`config.mk`:
```
export PLATFORM = sky130hd
export DESIGN_NAME = demux3_stream
export DESIGN_NICKNAME = d
export VERILOG_FILES = /design/src/rtl/demux3_stream_pkg.sv /design/src/rtl/demux3_slot.sv /design/src/rtl/demux3_stream.sv
export SDC_FILE = /design/constraint.sdc
export NUM_CORES = 1
export LEC_CHECK = 0
export BUFFER_PORTS_ARGS = -buffer_cell sky130_fd_sc_hd__buf_2
export CORE_MARGIN = 3
export CORE_UTILIZATION = 50
export CTS_CLUSTER_SIZE = 10
export DETAILED_ROUTE_END_ITERATION = 16
export HOLD_SLACK_MARGIN = 0.15
export PLACE_DENSITY_LB_ADDON = 0.15
export SLEW_MARGIN = 25
export SYNTH_ARGS = -nofsm -noshare
export SYNTH_HDL_FRONTEND = slang
export SYNTH_SLANG_ARGS = --single-unit
export TNS_END_PERCENT = 5
```
`constraint.sdc`:
```
create_clock -name clk -period 1.9 [get_ports clk]
set_clock_uncertainty 0.2 [all_clocks]
set_input_delay 0.095 -clock clk [delete_from_list [all_inputs] [get_ports clk]]
set_output_delay 0.095 -clock clk [all_outputs]
set_load 0.01 [all_outputs]
```
`src/rtl/demux3_stream_pkg.sv`:
```
// Shared constants for the 3-way stream demultiplexer: word width and select encodings.
// The RV32I-wide defines are guarded so another defs file may provide them first.
`ifndef WORD_WIDTH
`define WORD_WIDTH 32
`endif
`ifndef SEL_CH0
`define SEL_CH0 2'b00
`endif
`ifndef SEL_CH1
`define SEL_CH1 2'b01
`endif
`ifndef SEL_CH2
`define SEL_CH2 2'b10
`endif
`ifndef SEL_BAD
`define SEL_BAD 2'b11
`endif

package demux3_stream_pkg;

  localparam int unsigned WORD_W = `WORD_WIDTH;
  localparam int unsigned SEL_W  = 2;
  localparam int unsigned N_CH   = 3;

  typedef enum logic [SEL_W-1:0] {
    SEL_CH0 = `SEL_CH0,
    SEL_CH1 = `SEL_CH1,
    SEL_CH2 = `SEL_CH2,
    SEL_BAD = `SEL_BAD
  } sel_e;

endpackage

```
`src/rtl/demux3_slot.sv`:
```
// One-entry register slice: holds a beat until the sink takes it, accepts a new beat
// whenever it is empty or draining in the same cycle.
module demux3_slot #(
  parameter int unsigned NB = 32
) (
  input  logic          clk,
  input  logic          rst_n,
  input  logic          ld,
  input  logic [NB-1:0] ld_data,
  output logic          valid,
  input  logic          ready,
  output logic [NB-1:0] data,
  output logic          load_ok
);

  logic          valid_q, valid_d;
  logic [NB-1:0] data_q, data_d;

  // A load wins over a drain so back-to-back beats flow without a bubble.
  always_comb begin
    valid_d = valid_q;
    data_d  = data_q;
    if (ld) begin
      valid_d = 1'b1;
      data_d  = ld_data;
    end else if (ready) begin
      valid_d = 1'b0;
    end
  end

  always_ff @(posedge clk or negedge rst_n) begin
    if (!rst_n) begin
      valid_q <= 1'b0;
      data_q  <= '0;
    end else begin
      valid_q <= valid_d;
      data_q  <= data_d;
    end
  end

  assign valid   = valid_q;
  assign data    = data_q;
  assign load_ok = !valid_q || ready;

endmodule

```
`src/rtl/demux3_stream.sv`:
```
// 3-way stream demultiplexer: steers each input beat to one of three registered output slots
// by a per-beat select; illegal selects are swallowed and counted.
module demux3_stream
  import demux3_stream_pkg::*;
#(
  parameter int unsigned NB    = WORD_W,
  parameter int unsigned CNT_W = 8
) (
  input  logic             clk,
  input  logic             rst_n,
  input  logic             in_valid,
  output logic             in_ready,
  input  logic [SEL_W-1:0] in_sel,
  input  logic [NB-1:0]    in_data,
  output logic             out0_valid,
  input  logic             out0_ready,
  output logic [NB-1:0]    out0_data,
  output logic             out1_valid,
  input  logic             out1_ready,
  output logic [NB-1:0]    out1_data,
  output logic             out2_valid,
  input  logic             out2_ready,
  output logic [NB-1:0]    out2_data,
  output logic             err_sel,
  output logic [CNT_W-1:0] err_cnt
);

  logic [N_CH-1:0]  load_ok;
  logic [N_CH-1:0]  ld;
  logic             accept;
  logic             bad_acc;
  logic             err_sel_q, err_sel_d;
  logic [CNT_W-1:0] err_cnt_q, err_cnt_d;

  // Ready depends only on the addressed slot; an illegal select is always taken and dropped.
  always_comb begin
    in_ready = 1'b1;
    case (in_sel)
      SEL_CH0: in_ready = load_ok[0];
      SEL_CH1: in_ready = load_ok[1];
      SEL_CH2: in_ready = load_ok[2];
      default: in_ready = 1'b1;
    endcase
  end

  assign accept  = in_valid && in_ready;
  assign ld[0]   = accept && (in_sel == SEL_CH0);
  assign ld[1]   = accept && (in_sel == SEL_CH1);
  assign ld[2]   = accept && (in_sel == SEL_CH2);
  assign bad_acc = accept && (in_sel == SEL_BAD);

  always_comb begin
    err_sel_d = err_sel_q || bad_acc;
    err_cnt_d = err_cnt_q;
    if (bad_acc && (err_cnt_q != {CNT_W{1'b1}})) begin
      err_cnt_d = err_cnt_q + CNT_W'(1);
    end
  end

  always_ff @(posedge clk or negedge rst_n) begin
    if (!rst_n) begin
      err_sel_q <= 1'b0;
      err_cnt_q <= '0;
    end else begin
      err_sel_q <= err_sel_d;
      err_cnt_q <= err_cnt_d;
    end
  end

  assign err_sel = err_sel_q;
  assign err_cnt = err_cnt_q;

  demux3_slot #(.NB(NB)) u_slot0 (
    .clk     (clk),
    .rst_n   (rst_n),
    .ld      (ld[0]),
    .ld_data (in_data),
    .valid   (out0_valid),
    .ready   (out0_ready),
    .data    (out0_data),
    .load_ok (load_ok[0])
  );

  demux3_slot #(.NB(NB)) u_slot1 (
    .clk     (clk),
    .rst_n   (rst_n),
    .ld      (ld[1]),
    .ld_data (in_data),
    .valid   (out1_valid),
    .ready   (out1_ready),
    .data    (out1_data),
    .load_ok (load_ok[1])
  );

  demux3_slot #(.NB(NB)) u_slot2 (
    .clk     (clk),
    .rst_n   (rst_n),
    .ld      (ld[2]),
    .ld_data (in_data),
    .valid   (out2_valid),
    .ready   (out2_ready),
    .data    (out2_data),
    .load_ok (load_ok[2])
  );

endmodule

```
# ---- Yosys cells after proc, flatten, opt, wreduce, memory -nomap -nowiden
# Index checks and enable logic that the tools add are counted.
dict set report op_classes {
  n_addsub 1
  n_eq_ne 4
  mux 7
  reduce_logical 17
}
# operator n
set op_table {}
lappend op_table {{8-bit by 1-bit adder with 8-bit output, second input constant} 1}
lappend op_table {{8-bit != test, second input constant} 1}
lappend op_table {{1-bit logical AND} 6}
lappend op_table {{1-bit 2-to-1 mux} 6}
lappend op_table {{2-bit nonzero test} 3}
lappend op_table {{2-bit == test, second input constant} 2}
lappend op_table {{1-bit logical OR} 4}
lappend op_table {{1-bit logical NOT} 3}
lappend op_table {{1-bit one-hot mux with 3 select lines} 1}
lappend op_table {{2-bit by 1-bit == test with 1-bit output, second input constant} 1}
lappend op_table {{2-bit logical NOT} 1}
dict set report totals {
  ff_bits 108
  inputBits 40
  out_inout_bits 109
  word_cells 37
}

# ---- Logic depth before layout (Yosys ltp)
# Gate-level depths: netlist (run 1).
dict set report depth {
  word_depth 6
  ltp_mapped 5
  depth_no_buf 5
}

# ---- Cells and area by module
# A second synthesis (run 1) with hierarchy kept.
dict set report unflattened {
  hier_cells 260
  area_unflattened_um2 4653.2
}
# mod instances cells_per_inst area_each_um2 seq_area_each_um2
set by_module_without_submodules {}
lappend by_module_without_submodules {demux3_slot 3 71 1378.8 825.8}
lappend by_module_without_submodules {demux3_stream 1 47 516.7 225.2}

# ---- Worst setup path after synthesis (run 1)
# OpenSTA, ideal clock, no wires.
dict set report synth_path {
  kind {register to register}
  start {register u_slot1.valid_q, in the netlist u_slot1.valid}
  end {register u_slot1.data_q[10], in the netlist u_slot1.data[10]}
  setup_ns 0.125
  arrival_time_ns 1.358
  required_ns 1.575
  setup_slack_ns 0.217
  stages_incl_launch_ff 5
  n_path_buf 1
  synth_period_minus_slack_ns 1.683
  path_cell_list {dfrtp_1 -> nor2b_1 -> nor3_4 -> buf_4 -> mux2_2}
}
dict set report synth_between {
  elab_chain_len 5
}
# item line
set synth_lines {}
lappend synth_lines {{from (decl)} demux3_slot.sv:16} ;# logic valid_q, valid_d;
lappend synth_lines {{from (signal assigned)} demux3_slot.sv:36} ;# valid_q <= valid_d;
lappend synth_lines {{1-bit logical NOT} demux3_slot.sv:43} ;# assign load_ok = !valid_q || ready;
lappend synth_lines {{1-bit logical OR} demux3_slot.sv:43}
lappend synth_lines {{1-bit one-hot mux with 3 select lines} demux3_stream.sv:38} ;# case (in_sel)
lappend synth_lines {{1-bit logical AND} demux3_stream.sv:46} ;# assign accept = in_valid && in_ready;
lappend synth_lines {{1-bit logical AND} demux3_stream.sv:48} ;# assign ld[1] = accept && (in_sel == SEL_CH1);
lappend synth_lines {{to (signal assigned)} demux3_slot.sv:37} ;# data_q <= data_d;
lappend synth_lines {{to (decl)} demux3_slot.sv:17} ;# logic [NB-1:0] data_q, data_d;
# Every way passes these cells.
# A chain may end at the register's enable or synchronous reset.

# ---- Final worst setup path (run 1)
dict set report layout_path {
  start {input in_valid}
  end {register u_slot2.data_q[0], in the netlist u_slot2.data[0]}
}
dict set report layout_between {
  elab_chain_len 2
}
# item line
set layout_lines {}
lappend layout_lines {{from (decl)} demux3_stream.sv:11} ;# input logic in_valid,
lappend layout_lines {{1-bit logical AND} demux3_stream.sv:46}
lappend layout_lines {{1-bit logical AND} demux3_stream.sv:49} ;# assign ld[2] = accept && (in_sel == SEL_CH2);
lappend layout_lines {{to (signal assigned)} demux3_slot.sv:37}
lappend layout_lines {{to (decl)} demux3_slot.sv:17}
# Every way passes these cells.

==> results.json, run 1 <==
{
  "layout-drive-gt1-share_pct": 56.5,
  "gp_congestion": 0.741,
  "cts.clk_slew.worst_paths_ns": 0.10,
  "cts.path.max_buffers": 2,
  "floorplan.rows": 33,
  "finish.utilization_pct": 70.2,
  "post-route-drc-count": 0,
  "first_iter_violations": 50,
  "critical-path-slowest-cell": "sky130_fd_sc_hd__dlygate4sd3_1",
  "yosys_warnings": 0,
  "synth.top_cell.area_share_pct": 63.0,
  "hold_viol_final": 0,
  "final_hold_slack_ns": 0.278,
  "crit_family": "buffers and inverters",
  "share_of_the_cycle_needed_by_the_critical_path_after_routing_pct": 93.0,
  "status": "finished clean",
  "number_of_global_route_vias_before_repair": 3007,
  "drt.antenna.violating_nets": 0,
  "cts_inserted_buffers": 9,
  "setup_violations": 0,
  "final_critical_path_setup_slack_ns": 0.132,
  "yosysSeqAreaShare_pct": 63.0,
  "dominantRegCellSynth": "sky130_fd_sc_hd__dfrtp_1",
  "critical_path.n_buffers_inverters": 3,
  "irDropWorstVdd_uv": 526,
  "cap_violations": 0,
  "tritoncts_clock_tree": "yes",
  "clock-root-buffer": "sky130_fd_sc_hd__clkbuf_8",
  "finalSetupTns_ns": 0,
  "path_max_fanout": 24,
  "die_height_um": 98.6,
  "worst_pin_slew_ns": 0.411,
  "async_reset_ff_share_pct": 100,
  "crit_path_max_incr_delay_ns": 0.54,
  "dr.pass1.iters": 4,
  "post_route_non_filler_standard_cell_count": 567,
  "cts_num_sinks": 108,
  "synthCells": 261,
  "min-delay-path-class": "flip-flop to flip-flop",
  "vias": 2820,
  "final.min_clock_period_ns": 1.77,
  "synth_seq_cells": 108,
  "synth_area_leaders": "sky130_fd_sc_hd__dfrtp_1 63%, sky130_fd_sc_hd__mux2_2 14%, sky130_fd_sc_hd__mux2_4 11%, sky130_fd_sc_hd__mux2_1 4.5%, sky130_fd_sc_hd__nand2_1 0.88%",
  "place_worst_setup_slack_ns": 0.164,
  "pwr_density_cell_nw_per_um2": 1050,
  "grt.total_usage_pct": 19.8,
  "syn_avg_cell_area_um2": 16.4,
  "critical_path.endpoint_type": "flip-flop",
  "finalNetCount": 498,
  "post-place-cells": 511,
  "startpoint_type": "input port",
  "netlist_top_cells_count": "108 x sky130_fd_sc_hd__dfrtp_1, 53 x sky130_fd_sc_hd__mux2_2, 30 x sky130_fd_sc_hd__mux2_4",
  "postRouteWirelength_mm": 9.23,
  "number_of_unique_standard_cell_types_used_by_synthesis": 31,
  "cellLeakagePower_nw": 2.80,
  "fp.dieW_um": 98.6,
  "clk_latency_ns": 0.35,
  "timing.critical_path.arrival_ns": 1.81,
  "globalRouteOverflowTotal": 0,
  "io_pins": 149,
  "synth_enable_flop_cells": 0,
  "grt_setup_unrepaired": "no",
  "timing.critical_path.cells": "dlygate4sd3_1 > buf_2 > nor2b_2 > and3_2 > buf_12 > mux2_2",
  "initial_core_util_pct": 51.9,
  "maximum_number_of_pins_on_one_net_before_global_route_repair": 57,
  "drt-vias-per-instance": 4.97,
  "cts_repair_resize_count": 0,
  "grt_first_pass_wirelength_mm": 15.3,
  "number_of_max_slew_violations_in_the_final_report": 0,
  "synth_area_um2": 4290,
  "synth.net_count": 302,
  "max_freq_mhz": 566,
  "die_area_um2": 9720,
  "htree_num_levels": 3,
  "portBuffers": 148,
  "dp_hpwl_mm": 6.43,
  "most_frequent_cell_after_synthesis": "sky130_fd_sc_hd__dfrtp_1",
  "antenna_found_initial": 0,
  "netlist.top_cell.by_area": "sky130_fd_sc_hd__dfrtp_1",
  "fillerInstances": 598,
  "worstSetupPathType": "input port to flip-flop",
  "timing.max_slew.rel_slack_pct": 72.6,
  "area_growth_pct": 35.1,
  "wire_per_inst_um": 16.3,
  "core_area_um2": 8260,
  "worst_ep_required_time_ns": 1.94,
  "n_antenna_cell": 0
}
placed cells by master (no fill, tap or decap), types with 2 or more instances in the layout:
cell type and instances:
sky130_fd_sc_hd__nor2_1 2, sky130_fd_sc_hd__nand2_1 10, sky130_fd_sc_hd__buf_4 5, sky130_fd_sc_hd__nor2b_1 2, sky130_fd_sc_hd__buf_12 4, sky130_fd_sc_hd__dlygate4sd3_1 40
sky130_fd_sc_hd__mux2_1 17, sky130_fd_sc_hd__mux2_4 30, sky130_fd_sc_hd__buf_2 147, sky130_fd_sc_hd__dfrtp_1 108, sky130_fd_sc_hd__nand2b_1 3, sky130_fd_sc_hd__clkbuf_8 10
sky130_fd_sc_hd__o21ai_0 5, sky130_fd_sc_hd__nand4_1 3, sky130_fd_sc_hd__mux2_2 53
where the power goes:
part | internal [mW] | switching [mW]
logic | 0.878 | 0.745
registers | 2.78 | 0.293
clock network | 0.652 | 0.747
cell families (layout without fill, tap and decap cells):
group | after synthesis | after routing | share of synthesized area (%)
muxes | 100 | 100 | 28.9
and+or+nand+nor | 29 | 29 | 4.06
xor gates and xnor gates | 2 | 2 | 0.409
AOI/OAI and AO/OA | 10 | 10 | 1.43
DFF | 108 | 108 | 63.0
adders and majority gates | 1 | 1 | 0.292
buffers and inverters | 11 | 212 | 1.90
per-stage QoR:
step / cell area, um2 / power (mW)
floorplan: 4290 / 3.93
global placement: 5190 / 4.65
detailed placement: 5190 / 4.70
CTS: 5790 / 6.17
global route: 5790 / 6.44
finish: 5790 / 6.10
state kept, by name (all words and copies together) (netlist names):
signal,flops
u_slot0.valid,1
u_slot2.data,32
err_sel,1
u_slot1.data,32
u_slot2.valid,1
u_slot1.valid,1
u_slot0.data,32
err_cnt,8
routing by layer:
layer | track usage (%) | part of all wire (%)
met2 | 33.8 | 51
met4 | 7.67 | 1.7
met5 | 0 | 0
met1 | 24.7 | 41
met3 | 4.32 | 5.7
final cells by class:
cell class	instances	area (um2)	area share (%)
Clock buffer	11	141	2.44
Clock inverter	5	60.1	1.04
Sequential cell	108	2700	46.6
Timing Repair Buffer	196	1250	21.6
Multi-Input combinational cell	142	1510	26.0
Tap cell	105	131	2.27
repair_timing:
action	4_1_cts	5_1_grt
buffers inserted	0	0
hold buffers	40	0
hold endpoints to repair	215	0
final timing paths:
check | start | to | slack [ns] | cells past startpoint
setup / recovery | in_valid | u_slot2.data[0] | 0.13 | 6
setup reg to reg | err_cnt[0] | err_cnt[1] | 0.13 | 4
hold / removal | err_sel | err_sel | 0.28 | 1
hold reg to reg | err_sel | err_sel | 0.28 | 1
min in group asynchronous | rst_n | u_slot2.data[13] | 0.55 | 3
max in group asynchronous | rst_n | u_slot1.data[9] | 0.31 | 4
Power figures use the tool's default switching activity.
==> inputs of run 2 (changes only) <==
Settings changed: CAP_MARGIN set to 20, CORE_UTILIZATION 50 to 45.
Clock period 1.9 ns to 1.53 ns, I/O delays scaled along.
==> run 2 against run 1 <==
- the flow now finishes with violations (negative setup slack)
- power grew 27%
- final area rose by 5.9%
- critical path depth decreased by 1
- via count up 3.5%
- first-iteration DRC count increased by 14%
- non-clock buffer count rose by 18
- count of clock-buffer cells in the layout decreased by 1
- utilization down 1.8 points
- clock power grew 17%
- register-to-register slack got worse by 0.25 ns
- worst hold slack got worse by 0.27 ns
- sequential share of layout area down 2.6 points
- critical endpoint is now u_slot1.data[11]
- largest cell class unchanged
- largest power group unchanged
==> results.json, run 2 (synthesized netlist as in run 1, its figures left out) <==
{
  "status": "complete, but fails checks",
  "violated_checks": "negative setup slack",
  "design_power_total_mw": 7.72,
  "antenna_found_initial": 0,
  "critical_path.endpoint_type": "flip-flop",
  "fp.dieW_um": 104,
  "vias": 2920,
  "portBuffers": 148,
  "min_from": "out1_ready",
  "final.min_clock_period_ns": 1.64,
  "post-route-drc-count": 0,
  "cellLeakagePower_nw": 2.99,
  "worst_pin_slew_ns": 0.309,
  "worst_r2r_startpoint": "u_slot1.valid",
  "cts_inserted_buffers": 9,
  "cts.clk_slew.worst_paths_ns": 0.10,
  "post-route-cell-area_um2": 6140,
  "grt_setup_unrepaired": "yes",
  "number_of_global_route_vias_before_repair": 3069,
  "drt.antenna.violating_nets": 0,
  "number_of_max_slew_violations_in_the_final_report": 0,
  "first_iter_violations": 57,
  "layout.cells.most_common_list": "147 x sky130_fd_sc_hd__buf_2, 107 x sky130_fd_sc_hd__dfrtp_1, 50 x sky130_fd_sc_hd__mux2_4, 41 x sky130_fd_sc_hd__mux2_2, 38 x sky130_fd_sc_hd__dlygate4sd3_1",
  "layout-drive-gt1-share_pct": 61.6,
  "initial_core_util_pct": 47.8,
  "drt-vias-per-instance": 4.83,
  "finalSetupTns_ns": -3.61,
  "holdBufCountCts": 40,
  "path_max_fanout": 12,
  "startpoint_type": "flip-flop",
  "grt_first_pass_wirelength_mm": 16.3,
  "finalNetCount": 516,
  "final_hold_slack_ns": 0.00900,
  "io_pins": 149,
  "irDropWorstVdd_uv": 939,
  "globalRouteOverflowTotal": 0,
  "wire_per_inst_um": 16.8,
  "share_of_the_cycle_needed_by_the_critical_path_after_routing_pct": 107,
  "final_common_cell": "sky130_fd_sc_hd__buf_2",
  "worst_ep_required_time_ns": 1.58,
  "r2r_end": "u_slot1.data[11]",
  "maximum_number_of_pins_on_one_net_before_global_route_repair": 42,
  "htree_num_levels": 3,
  "detailed_place.area_um2": 5350,
  "setup_violations": 91,
  "cts_num_sinks": 108,
  "max_freq_mhz": 608,
  "pwr_density_cell_nw_per_um2": 1260,
  "fillerInstances": 672,
  "hold_viol_final": 0,
  "dr.pass1.iters": 4,
  "dp_hpwl_mm": 6.79,
  "worstSetupPathType": "flip-flop to flip-flop",
  "floorplan.rows": 34,
  "clock-root-buffer": "sky130_fd_sc_hd__clkbuf_8",
  "postRouteWirelength_mm": 10.2,
  "n_antenna_cell": 0,
  "final_critical_path_setup_slack_ns": -0.113,
  "tritoncts_clock_tree": "yes",
  "timing.critical_path.arrival_ns": 1.69,
  "gp_congestion": 0.772,
  "clk_latency_ns": 0.36,
  "cap_violations": 0,
  "rr_worst_depth": 5,
  "min-delay-path-class": "input port to flip-flop",
  "area_growth_pct": 43.2,
  "min_to": "u_slot1.valid",
  "ff2ff_setup_slack_ns": -0.11,
  "core_area_um2": 8980,
  "grt.total_usage_pct": 18.8,
  "die_height_um": 104,
  "die_area_um2": 10700,
  "hold_depth": 4,
  "timing.max_slew.rel_slack_pct": 79.4,
  "cts.path.max_buffers": 2
}
==> run 2: area by class of cell <==
cell class	count	area, um2	area share (%)
Sequential cell	108	2700	44.0
Multi-Input combinational cell	142	1610	26.3
Timing Repair Buffer	214	1480	24.1
Tap cell	126	158	2.57
Clock buffer	10	138	2.24
Clock inverter	5	45.0	0.734
==> run 2: what timing repair did <==
item	CTS	global route
endpoints found under the setup margin	67	185
gates cloned	0	2
endpoints found under the hold margin	216	3
resized for setup	9	30
pin swaps	2	5
buffers inserted	1	2
==> run 2: layer usage <==
layer | share of wire [%] | global-route usage (%)
met1 | 44 | 24.8
met2 | 49 | 31.2
met3 | 5.7 | 5.72
met4 | 0.88 | 3.70
met5 | 0 | 0
==> run 2: worst max-delay path: stages, from the launching register on <==
cell                        delay [ns]
sky130_fd_sc_hd__dfrtp_1          0.39
sky130_fd_sc_hd__nor2b_4          0.14
sky130_fd_sc_hd__nor3_4           0.13
sky130_fd_sc_hd__buf_4            0.16
sky130_fd_sc_hd__clkbuf_16        0.17
sky130_fd_sc_hd__mux2_2           0.33
==> run 2: per-stage QoR <==
step / utilization [%] / setup WS (ns) / cells
after CTS: 66.5 / -0.129 / 601
after detailed placement: 59.6 / -0.0735 / 545
after global routing: 68.4 / -0.200 / 605
after global placement: 59.6 / -0.0150 / 545
final: 68.4 / -0.113 / 605
after floorplan: - / -0.0818 / 261
==> run 2: how the worst max path moves through the flow <==
stage | start | endpoint | slack, ns | cells past startpoint
finish | u_slot1.valid | u_slot1.data[11] | -0.11 | 5
CTS | u_slot1.valid | in_ready | -0.13 | 6
floorplan | u_slot1.valid | u_slot1.data[10] | -0.08 | 4
global placement | u_slot2.valid | u_slot2.data[20] | -0.02 | 4
global route | u_slot1.valid | in_ready | -0.20 | 6
detailed placement | u_slot1.valid | u_slot1.data[3] | -0.07 | 4
==> run 2: report_power, final <==
| part | internal, mW | switching (mW) | leakage [nW] |
|---|---|---|---|
| combinational | 1.26 | 1.01 | 1.61 |
| clock | 0.655 | 0.985 | 0.0913 |
| sequential | 3.46 | 0.356 | 1.29 |
| total | 5.38 | 2.35 | 2.99 |
==> inputs of run 3 (changes only) <==
Settings changed: CORE_UTILIZATION 45 to 46, SYNTH_HIERARCHICAL set to 1.
==> run 3 against run 2 <==
- the flow still finishes with violations (negative setup slack)
- register-to-register slack lost 0.13 ns
- worst setup slack worse by 0.13 ns
- die area grew 5.8%
- sequential power barely moved
- largest cell class unchanged
- critical path depth stayed put
- worst hold slack gained 0.050 ns
- non-clock buffer count shrank 3
==> results.json, run 3 <==
{
  "number_of_unique_standard_cell_types_used_by_synthesis": 27,
  "tritoncts_clock_tree": "yes",
  "maximum_number_of_pins_on_one_net_before_global_route_repair": 65,
  "drt.antenna.violating_nets": 0,
  "grt.total_usage_pct": 19.1,
  "fillerInstances": 781,
  "worst_setup_path_endpoint": "u_slot0/data[18]",
  "synth_area_leaders": "sky130_fd_sc_hd__dfrtp_1 58%, sky130_fd_sc_hd__mux2_4 29%, sky130_fd_sc_hd__buf_12 3.9%, sky130_fd_sc_hd__mux2_2 2.4%, sky130_fd_sc_hd__nand2b_1 1.2%",
  "worstSetupPathType": "flip-flop to flip-flop",
  "yosys_warnings": 6,
  "netlist.top_cell.by_area": "sky130_fd_sc_hd__dfrtp_1",
  "htree_num_levels": 3,
  "dp_hpwl_mm": 7.05,
  "cts.clk_slew.worst_paths_ns": 0.10,
  "dominantRegCellSynth": "sky130_fd_sc_hd__dfrtp_1",
  "post-place-cells": 550,
  "cts_inserted_buffers": 9,
  "die_height_um": 107,
  "dr.pass1.iters": 4,
  "area_growth_pct": 34.7,
  "antenna_found_initial": 0,
  "clock-root-buffer": "sky130_fd_sc_hd__clkbuf_8",
  "layout-drive-gt1-share_pct": 62.3,
  "cts_num_sinks": 108,
  "pwr_density_cell_nw_per_um2": 1250,
  "hold_viol_final": 0,
  "core_area_um2": 9820,
  "post-route-cell-area_um2": 6270,
  "multi_input_area_um2": 1810,
  "timing.max_slew.rel_slack_pct": 74.8,
  "status": "complete, but fails checks",
  "final_critical_path_setup_slack_ns": -0.246,
  "synth_enable_flop_cells": 0,
  "rr_worst_depth": 5,
  "vias": 2893,
  "detailed_place.area_um2": 5590,
  "wire_per_inst_um": 17.2,
  "path_max_fanout": 15,
  "worst_ep_required_time_ns": 1.58,
  "share_of_the_cycle_needed_by_the_critical_path_after_routing_pct": 116,
  "die_area_um2": 11400,
  "max_freq_mhz": 563,
  "irDropWorstVdd_uv": 712,
  "setup_violations": 101,
  "cellLeakagePower_nw": 3.09,
  "final.min_clock_period_ns": 1.78,
  "min-delay-path-class": "input port to flip-flop",
  "worst_r2r_startpoint": "u_slot0/valid",
  "seq_area_um2": 2700,
  "timing.critical_path.arrival_ns": 1.82,
  "final_common_cell": "sky130_fd_sc_hd__buf_2",
  "most_frequent_cell_after_synthesis": "sky130_fd_sc_hd__dfrtp_1",
  "yosysSeqAreaShare_pct": 58.1,
  "cap_violations": 0,
  "worst_pin_slew_ns": 0.378,
  "clk_latency_ns": 0.36,
  "synth.top_cell.area_share_pct": 58.1,
  "post_route_non_filler_standard_cell_count": 608,
  "gp_congestion": 0.758,
  "finalNetCount": 511,
  "drt-vias-per-instance": 4.76,
  "startpoint_type": "flip-flop",
  "synthCells": 260,
  "grt_first_pass_wirelength_mm": 17.0,
  "ff2ff_setup_slack_ns": -0.25,
  "post-route-drc-count": 0,
  "grt_setup_unrepaired": "yes",
  "n_antenna_cell": 0,
  "synth_seq_cells": 108,
  "initial_core_util_pct": 47.4,
  "number_of_global_route_vias_before_repair": 3248,
  "first_iter_violations": 93,
  "async_reset_ff_share_pct": 100,
  "fp.dieW_um": 107,
  "cts.path.max_buffers": 2,
  "layout.cells.most_common_list": "147 x sky130_fd_sc_hd__buf_2, 108 x sky130_fd_sc_hd__dfrtp_1, 99 x sky130_fd_sc_hd__mux2_4, 40 x sky130_fd_sc_hd__dlygate4sd3_1, 15 x sky130_fd_sc_hd__buf_4",
  "violated_checks": "negative setup slack",
  "portBuffers": 148,
  "critical_path.endpoint_type": "flip-flop",
  "postRouteWirelength_mm": 10.5,
  "r2r_end": "u_slot0/data[18]",
  "globalRouteOverflowTotal": 0,
  "netlist_top_cells_count": "108 x sky130_fd_sc_hd__dfrtp_1, 89 x sky130_fd_sc_hd__mux2_4, 10 x sky130_fd_sc_hd__mux2_2",
  "finish.utilization_pct": 63.8,
  "syn_avg_cell_area_um2": 17.9,
  "io_pins": 149,
  "synth_area_um2": 4650,
  "number_of_max_slew_violations_in_the_final_report": 0,
  "synth.net_count": 301,
  "floorplan.rows": 36,
  "holdBufCountCts": 41,
  "startpoint": "u_slot0/valid"
}
run 3: cell types whose count changed after synthesis, moves of 6 or more:
cell                       change
sky130_fd_sc_hd__mux2_4       +59
sky130_fd_sc_hd__mux2_2       -43
sky130_fd_sc_hd__mux2_1       -15
sky130_fd_sc_hd__buf_12        +9
sky130_fd_sc_hd__nand2_1       -7
sky130_fd_sc_hd__nand2b_1      +6
run 3: area by class of cell:
type / instances / area share, %
clock inverter: 4 / 0.399
timing repair buffer: 211 / 22.5
sequential: 108 / 43.1
multi-input combinational: 139 / 28.9
clock buffer: 12 / 2.32
tap: 133 / 2.66
inverter: 1 / 0.0599
run 3: cells by family after synthesis:
family	after synthesis	share of synthesized area [%]
DFF	108	58.1
muxes	101	31.6
and+or+nand+nor	29	4.06
buffers and inverters	13	4.68
AOI/OAI and AO/OA	6	0.914
xor gates and xnor gates	2	0.377
adders and majority gates	1	0.269
run 3: worst min-delay path by stage:
| stage | from | end | slack, ns | cells after the start |
|---|---|---|---|---|
| 6_report | out1_ready | u_slot1/valid | 0.06 | 5 |
| 3_3_place_gp | rst_n | u_slot2/data[1] | -0.33 | 1 |
| 4_1_cts | in_valid | u_slot0/data[2] | 0.22 | 4 |
| 2_1_floorplan | rst_n | err_cnt[0] | -0.42 | 0 |
| 3_5_place_dp | rst_n | u_slot2/data[1] | -0.33 | 1 |
| 5_1_grt | out1_ready | u_slot1/valid | 0.09 | 5 |
run 3: timing repair:
action                                  4_1_cts  5_1_grt
setup buffers                                 0        1
endpoints found under the setup margin      105      127
resized for setup                            11        8
pin swaps                                     5        4
endpoints found under the hold margin       216        1
run 3: critical path: stages (launching register included):
cell and delay (ns):
sky130_fd_sc_hd__dfrtp_1 0.39, sky130_fd_sc_hd__nand2b_1 0.10, sky130_fd_sc_hd__and2b_2 0.18, sky130_fd_sc_hd__and3b_2 0.27, sky130_fd_sc_hd__buf_12 0.19, sky130_fd_sc_hd__mux2_4 0.32
run 3: layer usage:
layer  vias up  global-route usage, %  routed length, um
li1       1335                      -                  -
met1      1454                   23.7               4410
met2        91                   32.9               5320
met3        13                   3.97                570
met4         0                   7.40                169
met5         -                      0                  0
run 3: metrics by stage:
| stage | hold WS [ns] | power, mW | TNS (ns) | setup WS, ns |
|---|---|---|---|---|
| 2_1_floorplan | -0.419 | 5.14 | -10.32 | -0.179 |
| 5_1_grt | 0.0945 | 8.30 | -19.45 | -0.297 |
| 4_1_cts | 0.223 | 7.91 | -12.40 | -0.217 |
| 6_report | 0.0593 | 7.85 | -13.90 | -0.246 |
| 3_5_place_dp | -0.326 | 6.20 | -10.63 | -0.209 |
| 3_3_place_gp | -0.326 | 6.13 | -8.43 | -0.152 |
run 3: power by group:
| group | total [mW] | switching [mW] | internal [mW] |
|---|---|---|---|
| sequential | 3.84 | 0.386 | 3.46 |
| combinational | 2.46 | 1.02 | 1.45 |
| clock | 1.55 | 0.912 | 0.633 |
| total | 7.85 | 2.31 | 5.54 |
